## src/rtl/ram_sync_if.sv

```systemverilog
// Request/response bundle for ram_sync: valid/ready request channel and
// registered read-response channel.
interface ram_sync_if #(
  parameter int WORD_SIZE   = 20,
  parameter int WORD_AMOUNT = 30
);
  localparam int ADDR_W = $clog2(WORD_AMOUNT);

  logic                 req_valid;
  logic                 req_ready;
  logic                 req_write;
  logic [ADDR_W-1:0]    req_addr;
  logic [WORD_SIZE-1:0] req_wdata;
  logic                 inj_perr;
  logic                 rsp_valid;
  logic                 rsp_ready;
  logic [WORD_SIZE-1:0] rsp_rdata;
  logic                 rsp_err;
  logic                 rsp_perr;

  modport master (
    output req_valid, req_write, req_addr, req_wdata, inj_perr, rsp_ready,
    input  req_ready, rsp_valid, rsp_rdata, rsp_err, rsp_perr
  );

  modport slave (
    input  req_valid, req_write, req_addr, req_wdata, inj_perr, rsp_ready,
    output req_ready, rsp_valid, rsp_rdata, rsp_err, rsp_perr
  );
endinterface

```

## src/rtl/ram_sync.sv

```systemverilog
// ram_sync: single-port synchronous word RAM with hardware clear sweep and a
// registered read response. Define RAM_PARITY_EN to add per-word even parity.
module ram_sync #(
  parameter int WORD_SIZE   = 20,
  parameter int WORD_AMOUNT = 30
) (
  input  logic      clk,
  input  logic      rst,
  input  logic      clear,
  output logic      busy,
  ram_sync_if.slave bus
);
  localparam int                ADDR_W    = $clog2(WORD_AMOUNT);
  localparam logic [ADDR_W:0]   AMOUNT_X  = (ADDR_W+1)'(WORD_AMOUNT);
  localparam logic [ADDR_W-1:0] LAST_ADDR = ADDR_W'(WORD_AMOUNT - 1);

  typedef enum logic {ST_INIT, ST_IDLE} state_t;

  function automatic logic parity(input logic [WORD_SIZE-1:0] d);
    return ^d;
  endfunction

  state_t               state_q, state_d;
  logic [ADDR_W-1:0]    cnt_q, cnt_d;
  logic                 rsp_valid_q, rsp_valid_d;
  logic [WORD_SIZE-1:0] rsp_rdata_q, rsp_rdata_d;
  logic                 rsp_err_q, rsp_err_d;
  logic                 rsp_perr_q, rsp_perr_d;

  logic [WORD_SIZE-1:0] mem_q [WORD_AMOUNT];

  logic                 in_range;
  logic                 req_ready;
  logic                 accept;
  logic                 wr_en;
  logic [ADDR_W-1:0]    wr_addr;
  logic [WORD_SIZE-1:0] wr_data;
  logic [WORD_SIZE-1:0] rd_word;
  logic                 rd_par_bad;

  always_comb begin
    in_range  = ({1'b0, bus.req_addr} < AMOUNT_X);
    req_ready = (state_q == ST_IDLE) && !clear && (!rsp_valid_q || bus.rsp_ready);
    accept    = bus.req_valid && req_ready && !rst;
    rd_word   = in_range ? mem_q[bus.req_addr] : '0;
  end

  // The sweep owns the write port during INIT; otherwise accepted in-range writes.
  always_comb begin
    wr_en   = 1'b0;
    wr_addr = bus.req_addr;
    wr_data = bus.req_wdata;
    if (state_q == ST_INIT) begin
      wr_en   = !rst;
      wr_addr = cnt_q;
      wr_data = '0;
    end else if (accept && bus.req_write && in_range) begin
      wr_en = 1'b1;
    end
  end

  always_ff @(posedge clk) begin
    if (wr_en) mem_q[wr_addr] <= wr_data;
  end

`ifdef RAM_PARITY_EN
  logic par_q [WORD_AMOUNT];
  logic wr_par;

  always_comb begin
    wr_par     = (state_q == ST_INIT) ? 1'b0 : (parity(bus.req_wdata) ^ bus.inj_perr);
    rd_par_bad = in_range && (parity(rd_word) != par_q[bus.req_addr]);
  end

  always_ff @(posedge clk) begin
    if (wr_en) par_q[wr_addr] <= wr_par;
  end
`else
  logic unused_inj_perr;
  assign unused_inj_perr = bus.inj_perr;
  assign rd_par_bad      = 1'b0;
`endif

  always_comb begin
    state_d = state_q;
    cnt_d   = cnt_q;
    case (state_q)
      ST_INIT: begin
        if (cnt_q == LAST_ADDR) begin
          state_d = ST_IDLE;
          cnt_d   = '0;
        end else begin
          cnt_d = cnt_q + 1'b1;
        end
      end
      ST_IDLE: begin
        if (clear) begin
          state_d = ST_INIT;
          cnt_d   = '0;
        end
      end
      default: begin
        state_d = ST_INIT;
        cnt_d   = '0;
      end
    endcase
  end

  // A pending response survives a clear; a new read on the consume edge reloads it.
  always_comb begin
    rsp_valid_d = rsp_valid_q;
    rsp_rdata_d = rsp_rdata_q;
    rsp_err_d   = rsp_err_q;
    rsp_perr_d  = rsp_perr_q;
    if (rsp_valid_q && bus.rsp_ready) rsp_valid_d = 1'b0;
    if (accept && !bus.req_write) begin
      rsp_valid_d = 1'b1;
      rsp_rdata_d = rd_word;
      rsp_err_d   = !in_range;
      rsp_perr_d  = rd_par_bad;
    end
  end

  always_ff @(posedge clk) begin
    if (rst) begin
      state_q     <= ST_INIT;
      cnt_q       <= '0;
      rsp_valid_q <= 1'b0;
      rsp_rdata_q <= '0;
      rsp_err_q   <= 1'b0;
      rsp_perr_q  <= 1'b0;
    end else begin
      state_q     <= state_d;
      cnt_q       <= cnt_d;
      rsp_valid_q <= rsp_valid_d;
      rsp_rdata_q <= rsp_rdata_d;
      rsp_err_q   <= rsp_err_d;
      rsp_perr_q  <= rsp_perr_d;
    end
  end

  assign busy          = (state_q == ST_INIT);
  assign bus.req_ready = req_ready;
  assign bus.rsp_valid = rsp_valid_q;
  assign bus.rsp_rdata = rsp_rdata_q;
  assign bus.rsp_err   = rsp_err_q;
  assign bus.rsp_perr  = rsp_perr_q;
endmodule

```

## src/flat_wrapper.sv

```systemverilog
// flat-port wrapper written by rule: the top's interface ports become plain ports
module ram_sync_flat 
#(
  parameter int WORD_SIZE   = 20,
  parameter int WORD_AMOUNT = 30
)
  (clk, rst, clear, busy, bus_req_valid, bus_req_write, bus_req_addr, bus_req_wdata, bus_inj_perr, bus_rsp_ready, bus_req_ready, bus_rsp_valid, bus_rsp_rdata, bus_rsp_err, bus_rsp_perr);
  ram_sync_if #(.WORD_SIZE(WORD_SIZE), .WORD_AMOUNT(WORD_AMOUNT)) bus_i ();
  input  logic clk;
  input  logic rst;
  input  logic clear;
  output logic busy;
  input wire logic [$bits(bus_i.req_valid)-1:0] bus_req_valid;
  input wire logic [$bits(bus_i.req_write)-1:0] bus_req_write;
  input wire logic [$bits(bus_i.req_addr)-1:0] bus_req_addr;
  input wire logic [$bits(bus_i.req_wdata)-1:0] bus_req_wdata;
  input wire logic [$bits(bus_i.inj_perr)-1:0] bus_inj_perr;
  input wire logic [$bits(bus_i.rsp_ready)-1:0] bus_rsp_ready;
  output wire logic [$bits(bus_i.req_ready)-1:0] bus_req_ready;
  output wire logic [$bits(bus_i.rsp_valid)-1:0] bus_rsp_valid;
  output wire logic [$bits(bus_i.rsp_rdata)-1:0] bus_rsp_rdata;
  output wire logic [$bits(bus_i.rsp_err)-1:0] bus_rsp_err;
  output wire logic [$bits(bus_i.rsp_perr)-1:0] bus_rsp_perr;
  assign bus_i.req_valid = bus_req_valid;
  assign bus_i.req_write = bus_req_write;
  assign bus_i.req_addr = bus_req_addr;
  assign bus_i.req_wdata = bus_req_wdata;
  assign bus_i.inj_perr = bus_inj_perr;
  assign bus_i.rsp_ready = bus_rsp_ready;
  assign bus_req_ready = bus_i.req_ready;
  assign bus_rsp_valid = bus_i.rsp_valid;
  assign bus_rsp_rdata = bus_i.rsp_rdata;
  assign bus_rsp_err = bus_i.rsp_err;
  assign bus_rsp_perr = bus_i.rsp_perr;
  ram_sync #(.WORD_SIZE(WORD_SIZE), .WORD_AMOUNT(WORD_AMOUNT)) u_core (.clk(clk), .rst(rst), .clear(clear), .busy(busy), .bus(bus_i));
endmodule
```

## config.mk

```make
export PLATFORM = sky130hd
export DESIGN_NAME = ram_sync_flat
export DESIGN_NICKNAME = d
export VERILOG_FILES = /design/src/rtl/ram_sync_if.sv /design/src/rtl/ram_sync.sv /design/src/flat_wrapper.sv
export SDC_FILE = /design/constraint.sdc
export NUM_CORES = 1
export LEC_CHECK = 0
export CORE_ASPECT_RATIO = 1.25
export CORE_UTILIZATION = 60
export DETAILED_ROUTE_END_ITERATION = 10
export PLACE_DENSITY = 0.77
export SYNTH_ARGS = -nofsm -noshare
export SYNTH_HDL_FRONTEND = slang
export SYNTH_SLANG_ARGS = --single-unit
```

## constraint.sdc

```tcl
create_clock -name clk -period 3.7 [get_ports clk]
set_input_delay 0.37 -clock clk [delete_from_list [all_inputs] [get_ports clk]]
set_output_delay 0.37 -clock clk [all_outputs]
set_load 0.1 [all_outputs]
```

==> results of run 1 <==
## worst max-delay path: stages
cell and delay (ns):
clkdlybuf4s50_1 0.51, nand2b_1 0.30, or4_1 0.52, a21oi_2 0.31, o21ai_1 0.39, nor2_2 0.23, buf_4 0.38
## layout make-up
type / count / area, um^2 / area share (%)
clock buffer: 71 / 1520 / 5.47
clock inverter: 28 / 289 / 1.04
inverter: 4 / 15.0 / 0.0541
multi-input combinational: 498 / 5540 / 19.9
sequential: 628 / 18600 / 66.9
tap: 546 / 683 / 2.46
timing repair buffer: 114 / 1150 / 4.13
## metal layers
metal  up-vias  global-route usage [%]  share of wire, %
met5         -                       0                 0
met4         0                    10.1               3.5
met3       132                    4.54               8.7
met2       691                    44.5                50
met1      6347                    35.4                37
li1       5116                       -                 -
## registers in the layout (all words and copies together), names as in the netlist
name / flops
u_core.bus.rsp_err: 1
u_core.cnt_q: 5
u_core.mem_q: 600
u_core.bus.rsp_rdata: 20
u_core.bus.rsp_valid: 1
u_core.state_q: 1
## per-stage QoR
stage	hold slack [ns]	power (uW)	util, %
6_report	0.316	14000	69.2
5_1_grt	0.328	14400	69.2
3_5_place_dp	0.433	8440	64.7
4_1_cts	0.314	14100	69.2
2_1_floorplan	0.506	8260	-
3_3_place_gp	0.425	8420	64.7
## where the power goes
| part | internal [uW] | switching [uW] | leakage (uW) |
|---|---|---|---|
| Combinational | 256 | 304 | 0.00247 |
| Clock | 3300 | 2440 | 0.000888 |
| Sequential | 7710 | 17.3 | 0.00603 |
## cell families after synthesis
kind of cell,count (synthesis)
other,1
buffers and inverters,70
adder cells (fa/ha/maj),2
multiplexers,200
AO/OA/AOI/OAI,112
AND/OR/NAND/NOR,183
flip-flops,628
## how the worst max path moves through the flow
stage / depth (start not counted) / from / to / slack [ns]
2_1_floorplan: 7 / u_core.state_q$_SDFF_PP0_ / u_core.mem_q[4][0]$_DFFE_PP_ / 0.41
3_3_place_gp: 7 / clear / u_core.mem_q[25][11]$_DFFE_PP_ / 0.51
3_5_place_dp: 7 / clear / u_core.mem_q[25][11]$_DFFE_PP_ / 0.40
4_1_cts: 6 / u_core.state_q$_SDFF_PP0_ / u_core.mem_q[25][2]$_DFFE_PP_ / 0.94
5_1_grt: 6 / u_core.state_q$_SDFF_PP0_ / u_core.mem_q[25][2]$_DFFE_PP_ / 0.80
6_report: 7 / clear / u_core.mem_q[25][2]$_DFFE_PP_ / 0.91
## layout by cell type (no fill, tap or decap), drive strengths merged, types with 10 or more instances in the layout
cell type / count
a211oi: 17
buf: 66
nor2b: 14
and2: 21
nor2: 50
edfxtp: 600
a211o: 12
mux2: 10
nand3: 11
clkbuf: 71
o22ai: 12
clkdlybuf4s50: 48
mux2i: 48
mux4: 142
dfxtp: 28
nand2: 61
o21ai: 37
clkinv: 20
==> results.toml, run 1 <==
[yosys]
yosys.area_share.adder_pct = 0.102
synth_flop_cell = "edfxtp_1"
yosysUniqueCellTypes = 48
syn_area_per_cell_um2 = 20.4
yosysSeqAreaShare_pct = 76.0
synth_seq_cells = 628
synth_edf_count = 600
synth_top_family_by_area = "multiplexers"
synth_area_um2 = 24400
synth_top_area_share_pct = 73.7
synth.most_common_cell = "edfxtp_1"
ys_top_cells_by_count = "edfxtp_1 (600), mux4_2 (137), nand2_1 (61)"
synthMuxAreaShare_pct = 15.6
ys.warnings.count = 0
synth.net_count = 1230
yosys.area_share.simple_pct = 3.52
synthCells = 1196
synth_compound_area_share_pct = 3.11
synthXorXnorAreaFrac_pct = 0
async_flop_share_pct = 0
yosys.area.top_type = "edfxtp_1"
synth_area_leaders = "edfxtp_1 (74%), mux4_2 (13%), dfxtp_1 (2.3%), mux2i_1 (2.0%), nand2_1 (0.94%)"

[detailed_routing]
postRouteAntennaNets = 0
drt_pass1_iterations = 5
wl_per_cell_um = 28.4
routed_wl_um = 53700
dr_total_vias = 12300
drt_iter0_drc = 1423
detail_route.vias_per_cell = 6.50
drc = 0

[critical_path]
critPathKind = "primary input to register"
required_ns = 3.94
cp_max_fo = 20
rr_endpoint = "u_core.mem_q[25][2]$_DFFE_PP_"
r2r_slack_ns = 0.91
r2r_start = "u_core.state_q$_SDFF_PP0_"
start_kind = "primary input"
critical_path.endpoint_type = "register"
cp.arrival_ns = 3.03
reg2reg_depth = 6

[clock_tree]
clockBufferDepth = 3
clock_latency_ns = 0.59
path_clk_slew_ns = 0.06
cts_setup_buffers = 0
clock_sinks = 628
cts_tree = "done"
h-tree-depth = 2
hold_buffers = 0
cts-root-buf = "clkbuf_16"
cts_made_buffers = 54
cts_resized = 0

[power]
power.density_nw_per_um2 = 505
leakage_uw = 0.00939
vdd_drop_max_mv = 0.376

[cells_and_area]
postLayoutCellArea_um2 = 27800
diodes = 0
finalNetCount = 1334
drive_gt1_share_pct = 23.9
fill_cells = 2350
syn_to_final_growth_pct = 13.6
final_cells = 1889

[min_path]
hold_depth = 4
hold_end = "u_core.bus.rsp_err$_SDFFE_PP0P_"
hold_class = "primary input to register"
min_from = "bus_req_addr[1]"

[global_routing]
grt_max_degree = 101
antenna_found_initial = 0
grt_usage_pct = 26.5
grt_pass1_wl_um = 78800
overflow = 0
grt_pass1_vias = 12500

[placed_design]
place_area_um2 = 26000
globalplace.congestion = 0.861
place_inst = 1790
hpwlAfterDp_um = 30100
port-buffer-count = 54
post-place-ws_ns = 0.403

[sta]
finalSetupTns_ns = 0
timing.final.ws_setup_ns = 0.914
timing.fmax_ghz = 0.359
slew_viol_final = 0
rsz0062_at_grt = "no"
slew_headroom_pct = 20.7
worst_slew_pin_slew_ns = 1.19
period_minus_slack_ns = 2.79
fin_skew_ns = 0.0171
finalSetupViolations = 0
period_share_pct = 75.3
finalHoldViolations = 0

[flow_run]
drv_cap = 0

[floorplanning]
coreArea_um2 = 40100
die_w_um = 183
die_h_um = 228
boundaryPins = 57
initial_core_util_pct = 60.9
rows = 82
die-area_um2 = 41600

[outcome]
outcome = "finished clean"
(Power assumes the default switching activity.)
==> inputs of run 2 (changes only) <==
==> constraint.sdc (replaced) <==
create_clock -name clk -period 2.8 [get_ports clk]
set_input_delay 0.28 -clock clk [delete_from_list [all_inputs] [get_ports clk]]
set_output_delay 0.28 -clock clk [all_outputs]
set_load 0.1 [all_outputs]
==> run 2 against run 1 <==
Combinational power increased by 37%. Register-to-register slack got worse by 0.63 ns. Die area unchanged. Hold slack got worse by 0.048 ns. Core utilization increased by 1.1 points. Worst setup slack got worse by 0.63 ns. Clock skew about the same. Global-route usage decreased by 0.094 points. Wire length decreased by 0.44%. Clock-buffer cell count increased by 2. First-iteration DRC count decreased by 4.6%. Sequential cell count unchanged. Critical endpoint is now u_core.mem_q[7][7]$_DFFE_PP_.
==> results.toml, run 2 (synthesis gave the netlist of run 1 again) <==
[sta]
worst_slew_pin_slew_ns = 0.808
finalSetupTns_ns = 0
slew_headroom_pct = 45.6
timing.final.ws_setup_ns = 0.283
slew_viol_final = 0
fin_skew_ns = 0.0175
rsz0062_at_grt = "no"
finalSetupViolations = 0
timing.fmax_ghz = 0.397
finalHoldViolations = 0
period_minus_slack_ns = 2.52
period_share_pct = 89.9

[power]
seq_power_share_pct = 56.4
vdd_drop_max_mv = 0.474
p_sw_uw = 3600
p_int_uw = 14500
p_total_uw = 18100
p_clk_share_pct = 39.3
leakage_uw = 0.00965
share_comb_of_total_power_pct = 4.2
swShare_pct = 19.9
power.density_nw_per_um2 = 642

[global_routing]
grt_max_degree = 101
grt_usage_pct = 26.4
antenna_found_initial = 0
grt_pass1_wl_um = 78100
grt_pass1_vias = 12300
overflow = 0

[critical_path]
r2r_slack_ns = 0.28
crit_cells = 6
crit_chain = "buf_4, inv_1, o21ai_0, nand2_1, nor2_2, buf_4"
rr_endpoint = "u_core.mem_q[7][7]$_DFFE_PP_"
crit_path_frequent_cell = "buf_4"
cp_slowest_cell = "o21ai_0"
crit_buf_inv = 3
cp.arrival_ns = 2.79
r2r_start = "u_core.state_q$_SDFF_PP0_"
crit_family = "buffers and inverters"
critPathKind = "register to register"
critical_path.endpoint_type = "register"
reg2reg_depth = 6
cpPeakStageDelay_ns = 0.42
start_kind = "register"
cp_max_fo = 37
required_ns = 3.07

[outcome]
outcome = "finished clean"

[cells_and_area]
drive_gt1_share_pct = 27.8
fill_cells = 2315
syn_to_final_growth_pct = 15.4
regMostFlops = "u_core.mem_q"
final_cells = 1937
mostFrequentLayoutCell = "edfxtp_1"
final_core_util_pct = 70.3
multi_input_area_um2 = 5560
largest_reg_flops = 600
finalNetCount = 1382
final_cell_mix = "edfxtp_1 (600), mux4_2 (137), buf_4 (101), nand2_1 (61), clkbuf_16 (57)"
regArea_um2 = 18600
diodes = 0

[flow_run]
drv_cap = 0

[placed_design]
hpwlAfterDp_um = 32100
post-place-ws_ns = -0.0825
place_inst = 1838
globalplace.congestion = 0.881
port-buffer-count = 54

[clock_tree]
clockBufferDepth = 3
cts_made_buffers = 54
h-tree-depth = 2
cts-root-buf = "clkbuf_16"
hold_buffers = 0
cts_resized = 0
path_clk_slew_ns = 0.07
clock_latency_ns = 0.59
cts_setup_buffers = 0
cts_tree = "done"
clock_sinks = 628

[floorplanning]
boundaryPins = 57
die_w_um = 183
initial_core_util_pct = 60.9
coreArea_um2 = 40100
die-area_um2 = 41600
die_h_um = 228
rows = 82

[detailed_routing]
drc = 0
dr_total_vias = 12300
drt_iter0_drc = 1357
detail_route.vias_per_cell = 6.37
postRouteAntennaNets = 0
drt_pass1_iterations = 7
routed_wl_um = 53500
wl_per_cell_um = 27.6

[min_path]
hold_depth = 5
min_from = "bus_req_addr[1]"
hold_class = "primary input to register"
hold_end = "u_core.bus.rsp_err$_SDFFE_PP0P_"
## run 2: cell types whose count changed in the layout (fill, tap and decap cells not counted), moves of 2 or more
cell | before | now
buf_4 | 50 | 101
clkdlybuf4s50_1 | 48 | 26
buf_12 | 13 | 32
nor2_2 | 28 | 23
nor2_4 | 0 | 5
bufinv_16 | 6 | 2
clkbuf_1 | 10 | 14
clkbuf_8 | 4 | 2
o21ba_1 | 2 | 0
o21ba_2 | 0 | 2
## run 2: how the worst max path moves through the flow
stage	endpoint	slack, ns	start
after floorplan	u_core.mem_q[0][0]$_DFFE_PP_	-0.31	u_core.bus.rsp_valid$_SDFFE_PP0P_
after global placement	u_core.mem_q[0][9]$_DFFE_PP_	-0.03	bus_req_addr[4]
after detailed placement	u_core.mem_q[7][7]$_DFFE_PP_	-0.08	bus_req_addr[4]
after CTS	u_core.mem_q[7][7]$_DFFE_PP_	0.33	u_core.state_q$_SDFF_PP0_
after global routing	u_core.mem_q[7][7]$_DFFE_PP_	0.18	u_core.state_q$_SDFF_PP0_
final	u_core.mem_q[7][7]$_DFFE_PP_	0.28	u_core.state_q$_SDFF_PP0_
## run 2: worst min-delay path: stages
cell and delay (ns):
buf_6 0.09, and4_1 0.20, buf_4 0.11, mux2i_1 0.05, nor2_1 0.08
## run 2: layout make-up
type | instances | area share (%)
Clock inverter | 26 | 0.625
Sequential cell | 628 | 65.9
Clock buffer | 73 | 5.34
Tap cell | 546 | 2.42
Multi-Input combinational cell | 498 | 19.7
Timing Repair Buffer | 162 | 5.99
Inverter | 4 | 0.0532
## run 2: power groups by stage
stage | clock, uW | sequential, uW | combinational [uW]
detailed placement | 0 | 10400 | 762
global route | 7550 | 10200 | 809
floorplan | 0 | 10400 | 517
finish | 7120 | 10200 | 767
global placement | 0 | 10400 | 752
CTS | 7200 | 10200 | 771
## run 2: routing by layer
metal	routed length, um	up-vias	global-route usage (%)	share of wire [%]
li1	-	5215	-	-
met4	1440	0	8.62	2.7
met2	27400	591	44.8	51
met1	20800	6435	35.7	39
met5	0	-	0	0
met3	3860	96	4.19	7.2
## run 2: stage by stage
stage | instance area, um^2 | hold WS, ns
6_report | 28200 | 0.269
5_1_grt | 28200 | 0.353
4_1_cts | 28200 | 0.259
3_5_place_dp | 26500 | 0.436
3_3_place_gp | 26500 | 0.428
2_1_floorplan | 24500 | 0.476
